[src/rtl/trap_seq.sv]
// Machine-trap entry sequencer: round-robin hart pick, then flush -> CSR commit -> PC redirect.
// Optional build macro TRAP_VECTORED_EN enables vectored-mode handler addressing.
`timescale 1ns/1ps

`ifndef XLEN
`define XLEN 32
`endif
`ifndef HART_ID_W
`define HART_ID_W 2
`endif

module trap_seq #(
    parameter int NHART   = 4,
    parameter int CAUSE_W = 4
) (
    input  logic                       clk,
    input  logic                       rst_n,
    input  logic [NHART-1:0]           irq_req,
    input  logic [NHART*CAUSE_W-1:0]   irq_cause,
    input  logic [NHART*`XLEN-1:0]     hart_pc,
    input  logic [`XLEN-1:0]           mtvec,
    output logic                       flush_req,
    output logic [`HART_ID_W-1:0]      flush_hart,
    input  logic                       flush_ack,
    output logic                       csr_we,
    output logic [`HART_ID_W-1:0]      csr_hart,
    output logic [`XLEN-1:0]           csr_mepc,
    output logic [`XLEN-1:0]           csr_mcause,
    output logic                       redirect_valid,
    output logic [`HART_ID_W-1:0]      redirect_hart,
    output logic [`XLEN-1:0]           redirect_pc,
    input  logic                       mret_valid,
    input  logic [`HART_ID_W-1:0]      mret_hart,
    output logic [NHART-1:0]           inflight,
    output logic                       busy
);

    typedef enum logic [1:0] {
        IDLE,
        FLUSH,
        COMMIT,
        REDIRECT
    } state_t;

    state_t                  state;
    state_t                  state_next;
    logic [`HART_ID_W-1:0]   cur_hart;
    logic [`HART_ID_W-1:0]   rr_ptr;
    logic [`HART_ID_W-1:0]   win_hart;
    logic [`HART_ID_W-1:0]   scan_idx;
    logic                    win_found;
    logic [CAUSE_W-1:0]      cur_cause;
    logic [`XLEN-1:0]        mepc_q;
    logic [`XLEN-1:0]        base_pc;
    logic [`XLEN-1:0]        target_pc;
    logic [NHART-1:0]        eligible;
    logic [NHART-1:0]        inflight_set;
    logic [NHART-1:0]        inflight_clr;

    // Search upward from the rr pointer; the hart index width makes the wrap implicit.
    always_comb begin
        eligible  = irq_req & ~inflight;
        win_found = 1'b0;
        win_hart  = '0;
        scan_idx  = '0;
        for (int i = 0; i < NHART; i++) begin
            scan_idx = rr_ptr + `HART_ID_W'(i);
            if (!win_found && eligible[scan_idx]) begin
                win_found = 1'b1;
                win_hart  = scan_idx;
            end
        end
    end

    always_comb begin
        state_next = state;
        case (state)
            IDLE:     if (win_found) state_next = FLUSH;
            FLUSH:    if (flush_ack) state_next = COMMIT;
            COMMIT:   state_next = REDIRECT;
            REDIRECT: state_next = IDLE;
            default:  state_next = IDLE;
        endcase
    end

    // A COMMIT set is applied after the mret clear so the set wins on a collision.
    always_comb begin
        inflight_set = '0;
        inflight_clr = '0;
        if (state == COMMIT) inflight_set[cur_hart] = 1'b1;
        if (mret_valid)      inflight_clr[mret_hart] = 1'b1;
    end

    always_ff @(posedge clk or negedge rst_n) begin
        if (!rst_n) begin
            state     <= IDLE;
            cur_hart  <= '0;
            cur_cause <= '0;
            mepc_q    <= '0;
            rr_ptr    <= '0;
            inflight  <= '0;
        end else begin
            state    <= state_next;
            inflight <= (inflight & ~inflight_clr) | inflight_set;
            if (state == IDLE && win_found) begin
                cur_hart  <= win_hart;
                cur_cause <= irq_cause[win_hart*CAUSE_W +: CAUSE_W];
                rr_ptr    <= win_hart + `HART_ID_W'(1);
            end
            if (state == FLUSH && flush_ack) begin
                mepc_q <= hart_pc[cur_hart*`XLEN +: `XLEN];
            end
        end
    end

    assign base_pc = {mtvec[`XLEN-1:2], 2'b00};

`ifdef TRAP_VECTORED_EN
    assign target_pc = (mtvec[1:0] == 2'b01)
                     ? base_pc + {{(`XLEN-CAUSE_W-2){1'b0}}, cur_cause, 2'b00}
                     : base_pc;
`else
    logic unused_mode;
    assign unused_mode = ^mtvec[1:0];
    assign target_pc   = base_pc;
`endif

    // Moore outputs: identifiers and payloads are forced to zero whenever their strobe is low.
    always_comb begin
        flush_req      = 1'b0;
        flush_hart     = '0;
        csr_we         = 1'b0;
        csr_hart       = '0;
        csr_mepc       = '0;
        csr_mcause     = '0;
        redirect_valid = 1'b0;
        redirect_hart  = '0;
        redirect_pc    = '0;
        case (state)
            FLUSH: begin
                flush_req  = 1'b1;
                flush_hart = cur_hart;
            end
            COMMIT: begin
                csr_we     = 1'b1;
                csr_hart   = cur_hart;
                csr_mepc   = mepc_q;
                csr_mcause = {1'b1, {(`XLEN-1-CAUSE_W){1'b0}}, cur_cause};
            end
            REDIRECT: begin
                redirect_valid = 1'b1;
                redirect_hart  = cur_hart;
                redirect_pc    = target_pc;
            end
            default: ;
        endcase
    end

    assign busy = (state != IDLE);

endmodule
[config.mk]
export PLATFORM = sky130hd
export DESIGN_NAME = trap_seq
export DESIGN_NICKNAME = d
export VERILOG_FILES = /design/src/rtl/trap_seq.sv
export SDC_FILE = /design/constraint.sdc
export NUM_CORES = 1
export LEC_CHECK = 0
export ABC_AREA = 0
export CORE_AREA = 2 2 114 116
export DETAILED_ROUTE_END_ITERATION = 8
export DIE_AREA = 0 0 116 118
export PLACE_DENSITY = 0.72
export SLEW_MARGIN = 25
export SYNTH_ARGS = -nofsm -noshare
export SYNTH_HDL_FRONTEND = slang
export SYNTH_SLANG_ARGS = --single-unit
[constraint.sdc]
create_clock -name clk -period 2 [get_ports clk]
set_input_delay 0.4 -clock clk [delete_from_list [all_inputs] [get_ports clk]]
set_output_delay 0.4 -clock clk [all_outputs]
set_load 0.1 [all_outputs]
### Word level (Yosys, flattened, before mapping)

Index checks and enable logic that the tools add are counted.

* flip-flop bits (word level): 46
* bits of input ports: 186
* output and inout port bits: 110
* word-level logic and storage cells: 77

* shift operators: 2
* mux-type cells: 34
* eq/ne operators: 5
* add/sub/neg operators: 4
* magnitude comparators: 8
* bitwise operators: 5
* reductions and logical operators: 13

Operators by type and width (number)
* variable part select 128 x 8 -> 32 bit: 1
* 2-to-1 mux 32 bit: 3
* less-than comparator 2 x 3 -> 1 bit, second input constant: 6
* 2-to-1 mux 2 bit: 9
* variable part select 16 x 5 -> 4 bit: 1
* 2-to-1 mux 1 bit: 13
* AND 4 bit: 2
* binary-select mux 1 bit (select 2 bit): 4
* 2-to-1 mux 4 bit: 2
* NOT 4 bit: 2
* case mux 2 bit (4 select lines): 1
* logical AND 1 bit: 7
* adder 2 x 1 -> 2 bit, second input constant: 2
* adder 2 bit, second input constant: 2
* demux 1 bit (select 2 bit): 2
* == test 2 bit, second input constant: 2
* greater-or-equal comparator 2 x 1 -> 1 bit, second input constant: 2
* inequality test 2 bit, second input constant: 2
* bitwise OR 4 bit: 1
* zero test 1 bit: 3
* == test 2 x 1 -> 1 bit, second input constant: 1
* zero test 2 bit: 1
* AND reduction 2 bit: 1
* nonzero test 2 bit: 1

### Depth between registers and ports, before layout

Gate-level depths: netlist of the first run.

* word-level depth: 16
* depth in mapped cells: 7
* mapped depth without buffers: 6

### Least setup slack after synthesis of the first run

OpenSTA, ideal clock, no wires.

* kind: register -> output
* from: register state[0]
* to: output port csr_mepc[11]
* path slack: -1015 ps
* stages on the path, launching flop included: 6
* required time: 1600 ps
* path buffers: 2
* arrival: 2615 ps
* path through: dfrtp_1 -> inv_1 -> ha_1 -> clkbuf_1 -> clkbuf_1 -> and2_1

* cells in the longest elaborated chain, start to end: 2

RTL lines
* start: declaration: line 45 `state_t state;`
* start signal: assignment: line 103 `state <= state_next;`
* == test 2 bit: line 139 `case (state)`
* 2-to-1 mux 32 bit: line 139
* end: declaration: line 27 `` output logic [`XLEN-1:0] csr_mepc, ``

Every way passes these cells.

### Worst setup path after layout of the first run

* from: input port irq_req[1]
* to: register cur_cause[0]

* cells in the longest elaborated chain, start to end: 14
* elaborated cells between the ends (all ways): 25
* those cells by class: shift (1); mux (16); bitwise (1); reduce/logical (7)

RTL lines
* start: declaration: line 18 `input logic [NHART-1:0] irq_req,`
* AND 4 bit *: line 62 `eligible = irq_req & ~inflight;`
* binary-select mux 1 bit (select 2 bit): line 68 `if (!win_found && eligible[scan_idx]) begin`
* 2-to-1 mux 1 bit (implied by the code): line 68
* 2-to-1 mux 1 bit: line 68
* zero test 1 bit: line 68
* logical AND 1 bit: line 68
* 2-to-1 mux 1 bit: line 68
* zero test 1 bit: line 68
* logical AND 1 bit: line 68
* 2-to-1 mux 1 bit: line 68
* zero test 1 bit: line 68
* logical AND 1 bit: line 68
* 2-to-1 mux 2 bit / 2-to-1 mux 1 bit (equally long branches): line 68
* variable part select 16 x 5 -> 4 bit / logical AND 1 bit (equally long branches): line 107, 105
* end signal: assignment: line 107 `cur_cause <= irq_cause[win_hart*CAUSE_W +: CAUSE_W];`
* end: declaration: line 52 `logic [CAUSE_W-1:0] cur_cause;`

Mark *: on every way between the ends. The rest lies on a longest branch, timed or not. The select of a mux whose other input is x is not followed.
A chain may end at the register's enable or synchronous reset.

==> results of run 1 <==
-- kinds of logic (layout without fill, tap and decap cells) --
logic type,after synthesis,after routing
other cells,1,29
buf+inv,55,296
fa+ha+maj,5,5
xor+xnor,1,1
flops,46,46
simple gates,105,105
mux,66,66
compound gates,36,36
-- cell usage in the layout (no fill, tap or decap), types with 2 or more instances in the layout --
cell type,count
a211oi_1,4
a21o_1,2
a21oi_1,2
a221oi_1,2
a22o_1,2
a311oi_1,2
a31o_1,2
and2_1,2
and2_2,47
and2_4,23
and3_1,2
buf_12,83
buf_4,16
clkbuf_16,6
clkdlybuf4s50_1,182
clkinvlp_4,2
conb_1,29
dfrtp_1,40
dfrtp_2,6
ha_1,2
ha_4,2
inv_1,3
mux2_2,32
mux2i_1,2
mux4_2,32
nand2_1,5
nand2b_1,5
nand3b_1,2
nor2_1,7
nor2b_1,2
nor3b_1,2
o21ai_0,9
-- worst register-to-register path: cells and delay by family (launching register included) --
| family | cells | cell delay (ns) |
|---|---|---|
| fa+ha+maj | 1 | 0.28 |
| simple gates | 1 | 0.08 |
| compound gates | 3 | 0.57 |
| buf+inv | 2 | 0.32 |
| flops | 1 | 0.44 |
-- final cells by class --
| type | instances | area [um2] | share of cell area |
|---|---|---|---|
| Clock inverter | 3 | 45.0 | 0.00596 |
| Timing Repair Buffer | 284 | 3640 | 0.482 |
| Inverter | 4 | 15.0 | 0.00199 |
| Sequential cell | 46 | 1160 | 0.153 |
| Multi-Input combinational cell | 242 | 2360 | 0.312 |
| Tap cell | 172 | 215 | 0.0285 |
| Clock buffer | 5 | 125 | 0.0166 |
-- state kept, by name, summed over array words and instances, names as in the netlist --
signal,flops
state,2
mepc_q,32
rr_ptr,2
inflight,4
cur_hart,2
cur_cause,4
-- metrics by stage --
| step | hold WS (ns) | power, mW | cells |
|---|---|---|---|
| 6_report | 0.0730 | 13.3 | 756 |
| 4_1_cts | 0.0790 | 13.3 | 754 |
| 5_1_grt | 0.107 | 13.9 | 756 |
| 3_5_place_dp | 0.385 | 12.3 | 742 |
| 3_3_place_gp | 0.392 | 12.1 | 742 |
| 2_1_floorplan | 0.104 | 8.73 | 343 |
-- per-layer routing --
layer | up-vias | track usage | wire length [um]
met5 | - | 0 | 0
met4 | 0 | 0.0298 | 119
met3 | 10 | 0.0402 | 1180
met2 | 158 | 0.359 | 7300
met1 | 1700 | 0.215 | 4720
li1 | 1613 | - | -
-- power groups by stage --
| stage | logic (mW) | clock network [mW] | registers, mW |
|---|---|---|---|
| floorplan | 6.83 | 0 | 1.90 |
| detailed placement | 10.5 | 0 | 1.82 |
| finish | 10.6 | 0.946 | 1.80 |
| CTS | 10.6 | 0.974 | 1.79 |
| global placement | 10.3 | 0 | 1.78 |
| global route | 11.0 | 1.03 | 1.87 |
-- cell usage after synthesis (all sizes together) (2+ instances only) --
cell,number,area share
a22o,2,0.0049
nor2,7,0.0073
o21bai,2,0.0042
nor2b,4,0.0077
dfrtp,46,0.32
nand3b,2,0.0042
a31o,2,0.0049
and3,2,0.0035
mux4,32,0.20
a311oi,2,0.0049
nand2b,5,0.0087
mux2i,2,0.0056
a21o,2,0.0042
nor3b,2,0.0042
a211oi,4,0.0084
and2,72,0.13
o21ai,10,0.014
a221oi,2,0.0049
ha,5,0.017
inv,4,0.0042
clkbuf,11,0.011
mux2,32,0.10
nand2,6,0.0084
buf,40,0.080
a21oi,2,0.0028
-- worst paths after layout --
path,startpoint,end,depth (start not counted)
setup / recovery,irq_req[1],cur_cause[0],6
hold / removal,rst_n,mepc_q[16],1
setup reg to reg,state[1],cur_cause[2],7
hold reg to reg,mepc_q[6],mepc_q[6],1
max in group asynchronous,rst_n,inflight[3],2
min in group clk,mepc_q[6],mepc_q[6],1
-- what timing repair did --
action / CTS / global route
resized for setup: 1 / 5
setup endpoints to repair: 29 / 20
pin swaps: 0 / 0
setup buffers: 4 / 1
cloned: 0 / 1
==> impl_metrics.env, run 1 <==
export IMPL_wl_per_cell_um=17.6
export IMPL_fin_nets=774
export IMPL_fmax_mhz=520
export IMPL_place_ws_ns=-0.365
export IMPL_muxShareOfSynthArea=0.307
export IMPL_synth_avg_cell_area_um2=11.4
export IMPL_rows=41
export IMPL_clock_skew_ns=0.00316
export IMPL_place_detailed_hpwl_mm=10.9
export IMPL_start_util=0.289
export IMPL_setup_ws_ns=0.0761
export IMPL_num_antenna_cells=0
export IMPL_p_leak_nw=3.06
export IMPL_synth_simple_area_share=0.178
export IMPL_cts_tree="done"
export IMPL_path_buf_inv=1
export IMPL_status="finished, final reports clean"
export IMPL_htree_levels=2
export IMPL_syn2layout_area_growth_pct=111
export IMPL_async_flop_share=1.00
export IMPL_ys_seq_area_frac=0.321
export IMPL_crit_family="compound AO/OA/AOI/OAI gates"
export IMPL_max_cap_viol_count=0
export IMPL_internal_power_mw=6.31
export IMPL_hold_buffers=0
export IMPL_finalCritPeriodShare=0.962
export IMPL_root_buffer="clkbuf_16"
export IMPL_antenna_found_initial=0
export IMPL_synth_seq_cells=46
export IMPL_min_delay_path_class="input pin to async pin"
export IMPL_grt_first_pass_wirelength_mm=20.3
export IMPL_grt_start_max_net_pins=34
export IMPL_setup_viol=0
export IMPL_p_clk_frac=0.071
export IMPL_drt_pass1_iterations=4
export IMPL_pwr_share_seq=0.135
export IMPL_fin_util=0.609
export IMPL_r2r_slack_ns=0.19
export IMPL_clock_sinks=46
export IMPL_drive_gt1_frac=0.445
export IMPL_syn_area_um2=3590
export IMPL_first_global_vias=3749
export IMPL_netlist_instances=315
export IMPL_synth_compound_area_frac=0.0777
export IMPL_worstPathCellList="clkdlybuf4s50_1 -> or2b_1 -> a311o_2 -> a31o_1 -> a211oi_1 -> a311oi_1"
export IMPL_path_max_fanout=7
export IMPL_cp_start_kind="input pin"
export IMPL_rsz0062_at_grt="true"
export IMPL_p_sw_mw=7.01
export IMPL_required_ns=2.15
export IMPL_wl_mm=13.3
export IMPL_drc=0
export IMPL_p_per_area_nw_per_um2=1760
export IMPL_yosys_area_share_xor_xnor=0.00244
export IMPL_slowest_stage="clkdlybuf4s50_1"
export IMPL_die_h_um=118
export IMPL_io_pins=296
export IMPL_peakVddDrop_v=0.00147
export IMPL_synth_cell_types=46
export IMPL_synth_ff_type="dfrtp_1"
export IMPL_synth_edf_count=0
export IMPL_grt_overflow=0
export IMPL_die_w_um=116
export IMPL_hold_viol_final=0
export IMPL_vias=3481
export IMPL_track_usage=0.188
export IMPL_setup_tns_ns=0
export IMPL_cts_buffers=5
export IMPL_cp_slowest_stage_delay_ns=0.46
export IMPL_drtIter0Drc=116
export IMPL_maxSlewViolCount=0
export IMPL_gp_congestion=0.882
export IMPL_switching_share=0.526
export IMPL_fin_crit_ns=1.92
export IMPL_ys_warnings_count=0
export IMPL_clock_latency_ns=0.28
export IMPL_fillers=1004
export IMPL_clk_pin_slew_worst_paths_ns=0.06
export IMPL_synth_top_family_by_area="multiplexers"
export IMPL_coreArea_um2=12400
export IMPL_drt_vias_per_instance=4.60
export IMPL_max_clock_path_buffers=2
export IMPL_power_frac_comb=0.794
export IMPL_cp_arrival_ns=2.07
export IMPL_crit_path_end_kind="register"
export IMPL_port_buffers=264
export IMPL_synthAdderAreaFrac=0.0174
export IMPL_worstSetupPathType="input pin to register"
export IMPL_final_cell_area_um2=7560
export IMPL_drtAntennaViolNets=0
export IMPL_dpl_cell_area_um2=7310
export IMPL_fp_dieArea_um2=13700
(Power assumes the default switching activity.)
==> run 2, diff against run 1 <==
Settings changed: GPL_TIMING_DRIVEN set to 0.
==> run 2 against run 1 <==
Net effect:
- the flow now finishes with violations (negative setup slack)
- final area fell by 1.3%
- utilization is 0.80 points lower
- clock skew rose by 0.0021 ns
- worst setup slack worse by 0.11 ns
- via count is 2.6% higher
- hold slack improved by 0.014 ns
- sequential cell count is the same
- total power fell by 2.8%
- register-to-register slack got worse by 0.05 ns
- critical endpoint is now csr_mepc[14]
- largest power group unchanged
==> impl_metrics.env, run 2 (synthesis results as in run 1) <==
export IMPL_violations="negative setup slack"
export IMPL_max_cap_viol_count=0
export IMPL_drive_gt1_frac=0.472
export IMPL_start_util=0.289
export IMPL_num_antenna_cells=0
export IMPL_drc=0
export IMPL_relSlewSlack=0.362
export IMPL_worstMarginPinSlew_ns=0.961
export IMPL_multi_input_area_um2=2360
export IMPL_fmax_mhz=491
export IMPL_final_cell_mix="clkdlybuf4s50_1, buf_4, dfrtp_1"
export IMPL_clock_latency_ns=0.28
export IMPL_fin_cells=801
export IMPL_p_sw_mw=6.99
export IMPL_maxSlewViolCount=0
export IMPL_cp_arrival_ns=1.64
export IMPL_rsz0062_at_grt="true"
export IMPL_switching_share=0.540
export IMPL_p_clk_frac=0.072
export IMPL_min_delay_path_class="input pin to async pin"
export IMPL_finalCritPeriodShare=1.02
export IMPL_max_clock_path_buffers=2
export IMPL_die_h_um=118
export IMPL_io_pins=296
export IMPL_antenna_found_initial=0
export IMPL_coreArea_um2=12400
export IMPL_worstSetupPathType="register to primary output"
export IMPL_largest_register_ffs=32
export IMPL_p_per_area_nw_per_um2=1740
export IMPL_p_leak_nw=3.18
export IMPL_setup_ws_ns=-0.0353
export IMPL_path_max_fanout=6
export IMPL_internal_power_mw=5.96
export IMPL_wl_per_cell_um=17.2
export IMPL_fin_nets=819
export IMPL_whs_ns=0.0867
export IMPL_fin_total_pwr_mw=12.9
export IMPL_first_global_vias=3798
export IMPL_peakVddDrop_v=0.00137
export IMPL_final_common_cell="clkdlybuf4s50_1"
export IMPL_syn2layout_area_growth_pct=108
export IMPL_drtIter0Drc=142
export IMPL_r2r_end="mepc_q[14]"
export IMPL_required_ns=1.60
export IMPL_grt_start_max_net_pins=26
export IMPL_reg_top3="mepc_q x32, cur_cause x4, inflight x4"
export IMPL_pwr_share_seq=0.133
export IMPL_reg2reg_depth=4
export IMPL_cts_tree="done"
export IMPL_cp_start_kind="register"
export IMPL_regMostFlops="mepc_q"
export IMPL_rr_startpoint="cur_hart[1]"
export IMPL_clock_sinks=46
export IMPL_vias=3570
export IMPL_hold_viol_final=0
export IMPL_wl_mm=13.8
export IMPL_rows=41
export IMPL_fp_dieArea_um2=13700
export IMPL_drtAntennaViolNets=0
export IMPL_cts_buffers=5
export IMPL_seq_area_um2=1160
export IMPL_grt_overflow=0
export IMPL_clock_skew_ns=0.00524
export IMPL_port_buffers=264
export IMPL_root_buffer="clkbuf_16"
export IMPL_clk_pin_slew_worst_paths_ns=0.07
export IMPL_status="finished with violations"
export IMPL_htree_levels=2
export IMPL_die_w_um=116
export IMPL_gp_congestion=0.844
export IMPL_drt_pass1_iterations=4
export IMPL_place_detailed_hpwl_mm=10.9
export IMPL_track_usage=0.192
export IMPL_grt_first_pass_wirelength_mm=20.4
export IMPL_crit_path_end_kind="primary output"
export IMPL_power_frac_comb=0.795
export IMPL_fillers=1068
export IMPL_fin_util=0.601
export IMPL_dp_cells=780
export IMPL_setup_viol=12
export IMPL_drt_vias_per_instance=4.46
export IMPL_r2r_slack_ns=0.14
export IMPL_fin_crit_ns=2.04
run 2: changes by cell type in the layout (fill, tap and decap cells not counted), moves of 3 or more:
cell           before  now
dlygate4sd2_1       0    3
buf_2               1    6
and2_2             47   38
buf_12             83   35
buf_6               1   29
clkbuf_2            0    5
clkbuf_4            0    3
buf_8               0    6
buf_4              16   53
and2_4             23   32
run 2: layout make-up:
| cell class | instances | share of cell area |
|---|---|---|
| repair buffers | 279 | 0.420 |
| multi-input cells | 242 | 0.316 |
| flip-flops and latches | 46 | 0.155 |
| plain buffers | 50 | 0.0547 |
| well taps | 172 | 0.0288 |
| clock buffers | 5 | 0.0168 |
| clock inverters | 3 | 0.00587 |
| inverters | 4 | 0.00201 |
run 2: critical path: stages, from the launching register on:
cell	delay [ns]
dfrtp_1	0.43
inv_2	0.10
ha_4	0.20
clkbuf_16	0.17
clkbuf_16	0.13
and2_4	0.14
buf_12	0.17
run 2: per-stage QoR:
step                      cell area (um2)  TNS (ns)  setup WS [ns]
after detailed placement             6730    -59.07         -0.963
after CTS                            7290     -1.40        -0.0806
after global routing                 7460     -1.46         -0.105
after global placement               6710    -90.07         -0.967
after floorplan                      3860    -0.400        -0.0159
final                                7460    -0.181        -0.0353
run 2: layer usage:
layer,vias up,GRT usage,share of wire
met5,-,0,0
met4,0,0.0350,0.011
met3,14,0.0489,0.076
met2,154,0.362,0.54
met1,1701,0.216,0.37
li1,1701,-,-
run 2: worst max-delay path by stage:
stage / cells after the start / to / startpoint
final: 6 / csr_mepc[14] / state[0]
after floorplan: 5 / csr_mepc[22] / state[0]
after global placement: 4 / csr_hart[1] / cur_hart[1]
after detailed placement: 4 / csr_hart[1] / cur_hart[1]
after CTS: 6 / csr_mepc[28] / state[0]
after global routing: 6 / csr_mepc[14] / state[0]
run 2: timing repair:
item	in CTS	in global routing
buffers inserted	5	6
setup endpoints to repair	110	78
pin swaps	1	1
cloned	3	0
hold buffers	0	0
gates resized for setup	590	45
run 2: power groups by stage:
stage | Combinational, mW | Clock, mW | Sequential, mW
finish | 10.3 | 0.937 | 1.72
global route | 10.7 | 1.02 | 1.78
CTS | 10.1 | 0.970 | 1.71
detailed placement | 9.09 | 0 | 1.71
global placement | 9.00 | 0 | 1.69
floorplan | 6.83 | 0 | 1.90
